File: src/rtl/downscale_pkg.sv
// Shared types and arithmetic for the 2:1 box-filter downscaler.
// Build option DS_ROUND_EN selects round-half-up averaging instead of truncation.
package downscale_pkg;

    localparam int SUM_W = 10;

    typedef enum logic [2:0] {
        IDLE     = 3'd0,
        RD_TOP   = 3'd1,
        WAIT_TOP = 3'd2,
        RD_BOT   = 3'd3,
        WAIT_BOT = 3'd4,
        WRITE    = 3'd5,
        FINISH   = 3'd6
    } state_t;

    // Four 8-bit pixels summed in SUM_W bits; even with +2 rounding the max is 1022.
    function automatic logic [7:0] avg4(input logic [7:0] a, input logic [7:0] b,
                                        input logic [7:0] c, input logic [7:0] d);
        logic [SUM_W-1:0] sum;
        sum = SUM_W'(a) + SUM_W'(b) + SUM_W'(c) + SUM_W'(d);
`ifdef DS_ROUND_EN
        sum = sum + SUM_W'(2);
`else
        sum = sum + SUM_W'(0);
`endif
        return sum[SUM_W-1:2];
    endfunction

endpackage

File: src/rtl/downscale_wb_engine_if.sv
// Memory-side bus of the downscaler: N-lane read request/return plus one write beat port.
interface downscale_wb_engine_if #(
    parameter int N      = 4,
    parameter int ADDR_W = 16
);
    logic [N-1:0]          rd_req;
    logic [N*ADDR_W-1:0]   rd_addr;
    logic [N-1:0]          rd_valid;
    logic [N*8-1:0]        rd_data;
    logic                  wr_valid;
    logic                  wr_ready;
    logic [ADDR_W-1:0]     wr_addr;
    logic [(N/2)*8-1:0]    wr_data;

    modport master (
        output rd_req, rd_addr, wr_valid, wr_addr, wr_data,
        input  rd_valid, rd_data, wr_ready
    );

    modport slave (
        input  rd_req, rd_addr, wr_valid, wr_addr, wr_data,
        output rd_valid, rd_data, wr_ready
    );
endinterface

File: src/rtl/ds_lane_gather.sv
// Sticky N-lane capture register: each lane latches its first valid after a clear
// and ignores later ones; outputs include same-cycle arrivals.
module ds_lane_gather #(
    parameter int N = 4
) (
    input  logic           clk,
    input  logic           rst,
    input  logic           clr_i,
    input  logic           en_i,
    input  logic [N-1:0]   valid_i,
    input  logic [N*8-1:0] data_i,
    output logic           all_captured_o,
    output logic [N*8-1:0] data_o
);
    logic [N-1:0]      flag_q, flag_d, take;
    logic [N-1:0][7:0] buf_q, buf_d;

    genvar gi;
    generate
        for (gi = 0; gi < N; gi++) begin : g_lane
            assign take[gi]   = en_i & valid_i[gi] & ~flag_q[gi];
            assign flag_d[gi] = clr_i ? 1'b0 : (flag_q[gi] | take[gi]);
            assign buf_d[gi]  = clr_i ? 8'h00 : (take[gi] ? data_i[gi*8 +: 8] : buf_q[gi]);
            assign data_o[gi*8 +: 8] = take[gi] ? data_i[gi*8 +: 8] : buf_q[gi];
        end
    endgenerate

    assign all_captured_o = &(flag_q | take);

    always_ff @(posedge clk or posedge rst) begin
        if (rst) begin
            flag_q <= '0;
            buf_q  <= '0;
        end else begin
            flag_q <= flag_d;
            buf_q  <= buf_d;
        end
    end
endmodule

File: src/rtl/downscale_wb_engine.sv
// Job engine: reads 2 source rows per chunk, averages 2x2 blocks and writes N/2 pixels per beat.
// Rounding mode selected by DS_ROUND_EN (see downscale_pkg).
module downscale_wb_engine
    import downscale_pkg::*;
#(
    parameter int SRC_W  = 32,
    parameter int SRC_H  = 32,
    parameter int N      = 4,
    parameter int ADDR_W = 16
) (
    input  logic                  clk,
    input  logic                  rst,
    input  logic                  start_i,
    input  logic [ADDR_W-1:0]     src_base_i,
    input  logic [ADDR_W-1:0]     dst_base_i,
    downscale_wb_engine_if.master mem,
    output logic                  busy_o,
    output logic                  done_o,
    output logic [15:0]           beats_written_o
);
    localparam int DST_W   = SRC_W / 2;
    localparam int DST_H   = SRC_H / 2;
    localparam int CHUNKS  = SRC_W / N;
    localparam int OUT_N   = N / 2;
    localparam int CHUNK_W = (CHUNKS > 1) ? $clog2(CHUNKS) : 1;
    localparam int ROW_W   = (DST_H > 1) ? $clog2(DST_H) : 1;

    generate
        if (SRC_W % N != 0) begin : g_bad_src_w
            $error("downscale_wb_engine: SRC_W must be a multiple of N");
        end
        if (SRC_H % 2 != 0) begin : g_bad_src_h
            $error("downscale_wb_engine: SRC_H must be even");
        end
        if ((N % 2 != 0) || (N < 2)) begin : g_bad_n
            $error("downscale_wb_engine: N must be even and at least 2");
        end
    endgenerate

    state_t              state_q, state_d;
    logic [ROW_W-1:0]    orow_q, orow_d;
    logic [CHUNK_W-1:0]  chunk_q, chunk_d;
    logic [ADDR_W-1:0]   src_base_q, src_base_d;
    logic [ADDR_W-1:0]   dst_base_q, dst_base_d;
    logic [15:0]         beats_q, beats_d;
    logic [N-1:0][7:0]   top_q, top_d;
    logic [N-1:0][7:0]   bot_q, bot_d;

    logic                gather_clr, gather_en, all_cap;
    logic [N*8-1:0]      gather_data;
    logic                rd_phase;
    logic [ADDR_W-1:0]   rd_row_addr;
    logic [ADDR_W-1:0]   wr_addr_calc;
    logic                last_chunk, last_row;

    ds_lane_gather #(.N(N)) u_gather (
        .clk           (clk),
        .rst           (rst),
        .clr_i         (gather_clr),
        .en_i          (gather_en),
        .valid_i       (mem.rd_valid),
        .data_i        (mem.rd_data),
        .all_captured_o(all_cap),
        .data_o        (gather_data)
    );

    // Bottom-row reads reuse the top-row address shifted by one source line.
    assign rd_phase    = (state_q == RD_TOP) || (state_q == RD_BOT);
    assign rd_row_addr = src_base_q
                       + ADDR_W'(orow_q) * ADDR_W'(2 * SRC_W)
                       + ADDR_W'(chunk_q) * ADDR_W'(N)
                       + ((state_q == RD_BOT) ? ADDR_W'(SRC_W) : '0);
    assign wr_addr_calc = dst_base_q
                        + ADDR_W'(orow_q) * ADDR_W'(DST_W)
                        + ADDR_W'(chunk_q) * ADDR_W'(OUT_N);

    assign last_chunk = (chunk_q == CHUNK_W'(CHUNKS - 1));
    assign last_row   = (orow_q == ROW_W'(DST_H - 1));

    genvar gi;
    generate
        for (gi = 0; gi < N; gi++) begin : g_rd_lane
            assign mem.rd_req[gi] = rd_phase;
            assign mem.rd_addr[gi*ADDR_W +: ADDR_W] = rd_phase ? (rd_row_addr + ADDR_W'(gi)) : '0;
        end
        for (gi = 0; gi < OUT_N; gi++) begin : g_wr_lane
            assign mem.wr_data[gi*8 +: 8] = (state_q == WRITE)
                ? avg4(top_q[2*gi], top_q[2*gi+1], bot_q[2*gi], bot_q[2*gi+1])
                : 8'h00;
        end
    endgenerate

    assign mem.wr_valid    = (state_q == WRITE);
    assign mem.wr_addr     = (state_q == WRITE) ? wr_addr_calc : '0;
    assign busy_o          = (state_q != IDLE) && (state_q != FINISH);
    assign done_o          = (state_q == FINISH);
    assign beats_written_o = beats_q;

    always_comb begin
        state_d    = state_q;
        orow_d     = orow_q;
        chunk_d    = chunk_q;
        src_base_d = src_base_q;
        dst_base_d = dst_base_q;
        beats_d    = beats_q;
        top_d      = top_q;
        bot_d      = bot_q;
        gather_clr = 1'b0;
        gather_en  = 1'b0;

        unique case (state_q)
            IDLE: begin
                if (start_i) begin
                    src_base_d = src_base_i;
                    dst_base_d = dst_base_i;
                    orow_d     = '0;
                    chunk_d    = '0;
                    beats_d    = '0;
                    state_d    = RD_TOP;
                end
            end
            RD_TOP: begin
                gather_clr = 1'b1;
                state_d    = WAIT_TOP;
            end
            WAIT_TOP: begin
                gather_en = 1'b1;
                if (all_cap) begin
                    top_d   = gather_data;
                    state_d = RD_BOT;
                end
            end
            RD_BOT: begin
                gather_clr = 1'b1;
                state_d    = WAIT_BOT;
            end
            WAIT_BOT: begin
                gather_en = 1'b1;
                if (all_cap) begin
                    bot_d   = gather_data;
                    state_d = WRITE;
                end
            end
            WRITE: begin
                if (mem.wr_ready) begin
                    beats_d = beats_q + 16'd1;
                    if (last_chunk) begin
                        chunk_d = '0;
                        if (last_row) begin
                            orow_d  = '0;
                            state_d = FINISH;
                        end else begin
                            orow_d  = orow_q + ROW_W'(1);
                            state_d = RD_TOP;
                        end
                    end else begin
                        chunk_d = chunk_q + CHUNK_W'(1);
                        state_d = RD_TOP;
                    end
                end
            end
            FINISH: begin
                state_d = IDLE;
            end
            default: begin
                state_d = IDLE;
            end
        endcase
    end

    always_ff @(posedge clk or posedge rst) begin
        if (rst) begin
            state_q    <= IDLE;
            orow_q     <= '0;
            chunk_q    <= '0;
            src_base_q <= '0;
            dst_base_q <= '0;
            beats_q    <= '0;
            top_q      <= '0;
            bot_q      <= '0;
        end else begin
            state_q    <= state_d;
            orow_q     <= orow_d;
            chunk_q    <= chunk_d;
            src_base_q <= src_base_d;
            dst_base_q <= dst_base_d;
            beats_q    <= beats_d;
            top_q      <= top_d;
            bot_q      <= bot_d;
        end
    end
endmodule

File: src/flat_wrapper.sv
// flat-port wrapper written by rule: the top's interface ports become plain ports
module downscale_wb_engine_flat import downscale_pkg::*;
#(
    parameter int SRC_W  = 32,
    parameter int SRC_H  = 32,
    parameter int N      = 4,
    parameter int ADDR_W = 16
)
  (clk, rst, start_i, src_base_i, dst_base_i, busy_o, done_o, beats_written_o, mem_rd_req, mem_rd_addr, mem_wr_valid, mem_wr_addr, mem_wr_data, mem_rd_valid, mem_rd_data, mem_wr_ready);
  downscale_wb_engine_if #(.N(N), .ADDR_W(ADDR_W)) mem_i ();
  input  logic clk;
  input  logic rst;
  input  logic start_i;
  input  logic [ADDR_W-1:0] src_base_i;
  input  logic [ADDR_W-1:0] dst_base_i;
  output logic busy_o;
  output logic done_o;
  output logic [15:0] beats_written_o;
  output wire logic [$bits(mem_i.rd_req)-1:0] mem_rd_req;
  output wire logic [$bits(mem_i.rd_addr)-1:0] mem_rd_addr;
  output wire logic [$bits(mem_i.wr_valid)-1:0] mem_wr_valid;
  output wire logic [$bits(mem_i.wr_addr)-1:0] mem_wr_addr;
  output wire logic [$bits(mem_i.wr_data)-1:0] mem_wr_data;
  input wire logic [$bits(mem_i.rd_valid)-1:0] mem_rd_valid;
  input wire logic [$bits(mem_i.rd_data)-1:0] mem_rd_data;
  input wire logic [$bits(mem_i.wr_ready)-1:0] mem_wr_ready;
  assign mem_rd_req = mem_i.rd_req;
  assign mem_rd_addr = mem_i.rd_addr;
  assign mem_wr_valid = mem_i.wr_valid;
  assign mem_wr_addr = mem_i.wr_addr;
  assign mem_wr_data = mem_i.wr_data;
  assign mem_i.rd_valid = mem_rd_valid;
  assign mem_i.rd_data = mem_rd_data;
  assign mem_i.wr_ready = mem_wr_ready;
  downscale_wb_engine #(.SRC_W(SRC_W), .SRC_H(SRC_H), .N(N), .ADDR_W(ADDR_W)) u_core (.clk(clk), .rst(rst), .start_i(start_i), .src_base_i(src_base_i), .dst_base_i(dst_base_i), .mem(mem_i), .busy_o(busy_o), .done_o(done_o), .beats_written_o(beats_written_o));
endmodule
File: config.mk
export PLATFORM = sky130hd
export DESIGN_NAME = downscale_wb_engine_flat
export DESIGN_NICKNAME = d
export VERILOG_FILES = /design/src/rtl/downscale_pkg.sv /design/src/rtl/downscale_wb_engine_if.sv /design/src/rtl/ds_lane_gather.sv /design/src/rtl/downscale_wb_engine.sv /design/src/flat_wrapper.sv
export SDC_FILE = /design/constraint.sdc
export NUM_CORES = 1
export LEC_CHECK = 0
export BUFFER_PORTS_ARGS = -buffer_cell sky130_fd_sc_hd__buf_4
export CORE_MARGIN = 4
export CORE_UTILIZATION = 50
export CTS_CLUSTER_DIAMETER = 30
export DETAILED_ROUTE_END_ITERATION = 10
export HOLD_SLACK_MARGIN = 0.06
export PLACE_DENSITY_LB_ADDON = 0.2
export SLEW_MARGIN = 20
export SYNTH_ARGS = -nofsm -noshare
export SYNTH_HDL_FRONTEND = slang
export SYNTH_SLANG_ARGS = --single-unit
File: constraint.sdc
create_clock -name clk -period 5.8 [get_ports clk]
set_input_delay 0.58 -clock clk [delete_from_list [all_inputs] [get_ports clk]]
set_output_delay 0.58 -clock clk [all_outputs]
set_load 0.1 [all_outputs]
==> out/summary.md <==
Post-CTS repair changed the size of 0 cells. The library cells used most frequently in the layout, excluding fill and tap cells, are 201 x sky130_fd_sc_hd__buf_4, 173 x sky130_fd_sc_hd__nand2_1, 172 x sky130_fd_sc_hd__nor2_1. The vias per cell is 5.33, and the required arrival time at the worst endpoint is 5220 ps. The final clock skew is 12.4 ps. Number of cells on the worst reg-to-reg path: 7. Synthesis produced a netlist whose cell count is 1169. Clock-pin slew was measured on the worst setup and hold paths at 60 ps.

The tools report the critical path startpoint category as a flop. The hold violation total from the final report is 0, and the share of flip-flops with an asynchronous set or reset after synthesis is 100%. In this run the count of I/O pins placed on the die edge is 191.

For this run, the slowest stage of the critical path takes 650 ps. Yosys attributes the largest share of cell area to sky130_fd_sc_hd__dfrtp_1 40%, sky130_fd_sc_hd__ha_1 6.9%, sky130_fd_sc_hd__nand2_1 6.5%. The overall global routing resource usage came out at 23.0%.

During synthesis, Yosys emitted a total of 0 warnings. TritonCTS built the clock tree. The first global-routing pass estimated 41400 um of wire.

The number of optimization iterations in the first detailed-route pass came out at 4. Leaving out fill and tap cells, the most frequent cell in the layout is sky130_fd_sc_hd__buf_4. The total overflow left after global routing is 0. The detailed router finished its first iteration with 482 violations.

The post-route netlist has 18.6% of its cells at a drive strength greater than 1. The synthesized design contains 158 register bits. Dividing the final minimum period by the clock period gives 92.9%.

The number of global-route vias before repair came out at 8291. Summed over all instances, the cell type with the most area after synthesis is sky130_fd_sc_hd__dfrtp_1. The total die area is 0.0223 mm^2.

The number of clock buffers added by TritonCTS is 17. The H-tree generated during clock tree synthesis spans 4 levels. The total inserted antenna cells is 0, and the mean post-synth cell area is 8.54 um^2. The core region is 0.0195 mm^2.

Detailed placement finished with a half-perimeter wire length of 18700 um. The final route contains 8589 vias. For the post-route worst hold slack, the log shows 316 ps.

The cts-stage hold buffer count is 0, and the width of the die is 149 um. Setup violations remaining at the end of the flow were counted as 0. The cell occurring most often along the worst timing path was sky130_fd_sc_hd__buf_4. For this run, the register share of the synthesized area comes to 39.6%. Initial antenna violation count: 0.

Entering global routing, the biggest net connects 116 pins. The die is 149 um tall. Wire length per cell: 15.9 um. The clock period could shrink to 5390 ps. Counting along the longest clock path gives a buffer depth of 2. The tools report the net count after synthesis as 1316. The reported max-cap violation count was 0; the count of flip-flops with a built-in enable after synthesis was 0. The area growth from synthesis to final layout is 22.3%, and the worst slew margin relative to its limit is 23.9%. The critical path start-end classification is reg2out. Setup repair after global routing left no endpoint under its margin.

The signal on the critical path passes through nand2b_1, inv_1, and2_1, ha_1, a2111oi_0, o21ai_0, a21oi_2, xor2_1, buf_4, or4_1, or4_4, mux2i_2, buf_4. Clock tree synthesis selected as its root buffer the cell sky130_fd_sc_hd__clkbuf_16. The floorplan has 51 rows. In this run the number of cells on the critical path is 13.

The routed design has 25500 um of wire. Data on the critical path arrives at its endpoint at 4810 ps. For this configuration, the core starts out at a cell density of 51.1%. Category of the worst setup path capture point: an output port. The final layout contains 1479 nets.

Grouping stages by cell kind, the critical path spends the most delay in simple AND/OR/NAND/NOR gates. The fraction of synthesized cell area taken by the top area cell type is 39.6%, and the count of final max-slew check failures is 0. The distinct cell type count of the synthesized netlist was 57; the final routed DRC violation total was 0. Once the clock tree was built, the setup fixing pass inserted 0 buffers.

Among all stages on the critical path, the largest delay is contributed by sky130_fd_sc_hd__or4_1. Of all nets on the critical path, the largest fanout is 13. The worst hold path belongs to the class in2async.

At the pin with the least slew margin, the transition time is 1140 ps. After synthesis the cells add up to 0.00998 mm^2. The number of port buffers was 190. The combined buffer and inverter count along the critical path is 3, and the number of nets with antenna violations after routing is 0. The clock drives 158 sinks. The run finished with clean final reports.

The insertion delay of the later-clocked pin in the worst-skew pair was 420 ps. Among all flip-flop cells after synthesis, the most frequent one is sky130_fd_sc_hd__dfrtp_1. Maximum achievable frequency: 0.185 GHz. The congestion estimate from routability-driven global placement came to 0.896.
layout make-up:
class	count	area, um^2
clock buffers	21	450
clock inverters	11	133
fillers	1777	7320
inverters	90	345
multi-input cells	863	5480
flip-flops and latches	158	3950
well taps	265	332
repair buffers	202	1510
kinds of logic after synthesis:
group | after synthesis | share of synthesized area, %
buffers and inverters | 148 | 5.83
adder cells (fa/ha/maj) | 75 | 10.9
multiplexers | 38 | 3.81
AO/OA/AOI/OAI | 211 | 12.6
XOR/XNOR | 84 | 7.45
flip-flops | 158 | 39.6
AND/OR/NAND/NOR | 455 | 19.8
Yosys cell counts (all sizes together), types with 15 or more instances:
library cell,number
nand2,173
nor2,172
dfrtp,158
inv,90
a21oi,74
o21ai,73
ha,55
xnor2,53
clkbuf,43
mux2i,38
xor2,31
nand3,26
fa,20
a21o,18
buf,15
final timing paths:
path                            slack [ps]                                  end                             start
worst max register to register        2740        u_core.chunk_q[0]$_DFFE_PP0P_     u_core.state_q[2]$_DFFE_PP0P_
worst min-delay path                   320  u_core.u_gather.buf_q[20]$_DFF_PP0_                               rst
max in group asynchronous             4420    u_core.src_base_q[12]$_DFFE_PP0P_                               rst
min in group clk                       350     u_core.dst_base_q[9]$_DFFE_PP0P_                     dst_base_i[9]
worst max-delay path                   410                      mem_rd_addr[46]     u_core.state_q[2]$_DFFE_PP0P_
worst min register to register         470     u_core.dst_base_q[0]$_DFFE_PP0P_  u_core.dst_base_q[0]$_DFFE_PP0P_
routing by layer:
layer / track usage [%] / vias to the layer above / share of wire, %
li1: - / 4196 / -
met1: 31.4 / 4115 / 45
met2: 38.5 / 255 / 47
met3: 4.95 / 23 / 6.8
met4: 4.26 / 0 / 1.1
met5: 0 / - / 0
sequential cells by signal, indices dropped and copies added, names as in the netlist:
signal / cells
u_core.src_base_q: 16
u_core.state_q: 3
u_core.u_gather.buf_q: 32
u_core.top_q: 32
u_core.bot_q: 32
u_core.dst_base_q: 16
u_core.chunk_q: 3
u_core.beats_written_o: 16
u_core.u_gather.flag_q: 4
u_core.orow_q: 4
per-stage QoR:
stage / std cells / util, % / area [um^2] / worst slack (ps) / TNS (ps)
2_1_floorplan: 1169 / - / 10000 / -452 / -1420
5_1_grt: 1610 / 62.5 / 12200 / 32.7 / 0
4_1_cts: 1609 / 62.4 / 12200 / 394 / 0
6_report: 1610 / 62.5 / 12200 / 409 / 0
3_5_place_dp: 1577 / 59.5 / 11600 / 886 / 0
3_3_place_gp: 1577 / 59.5 / 11600 / 941 / 0
Power is not shown: default switching activity piles up to over one toggle a cycle in this logic, so the estimate is an artifact.
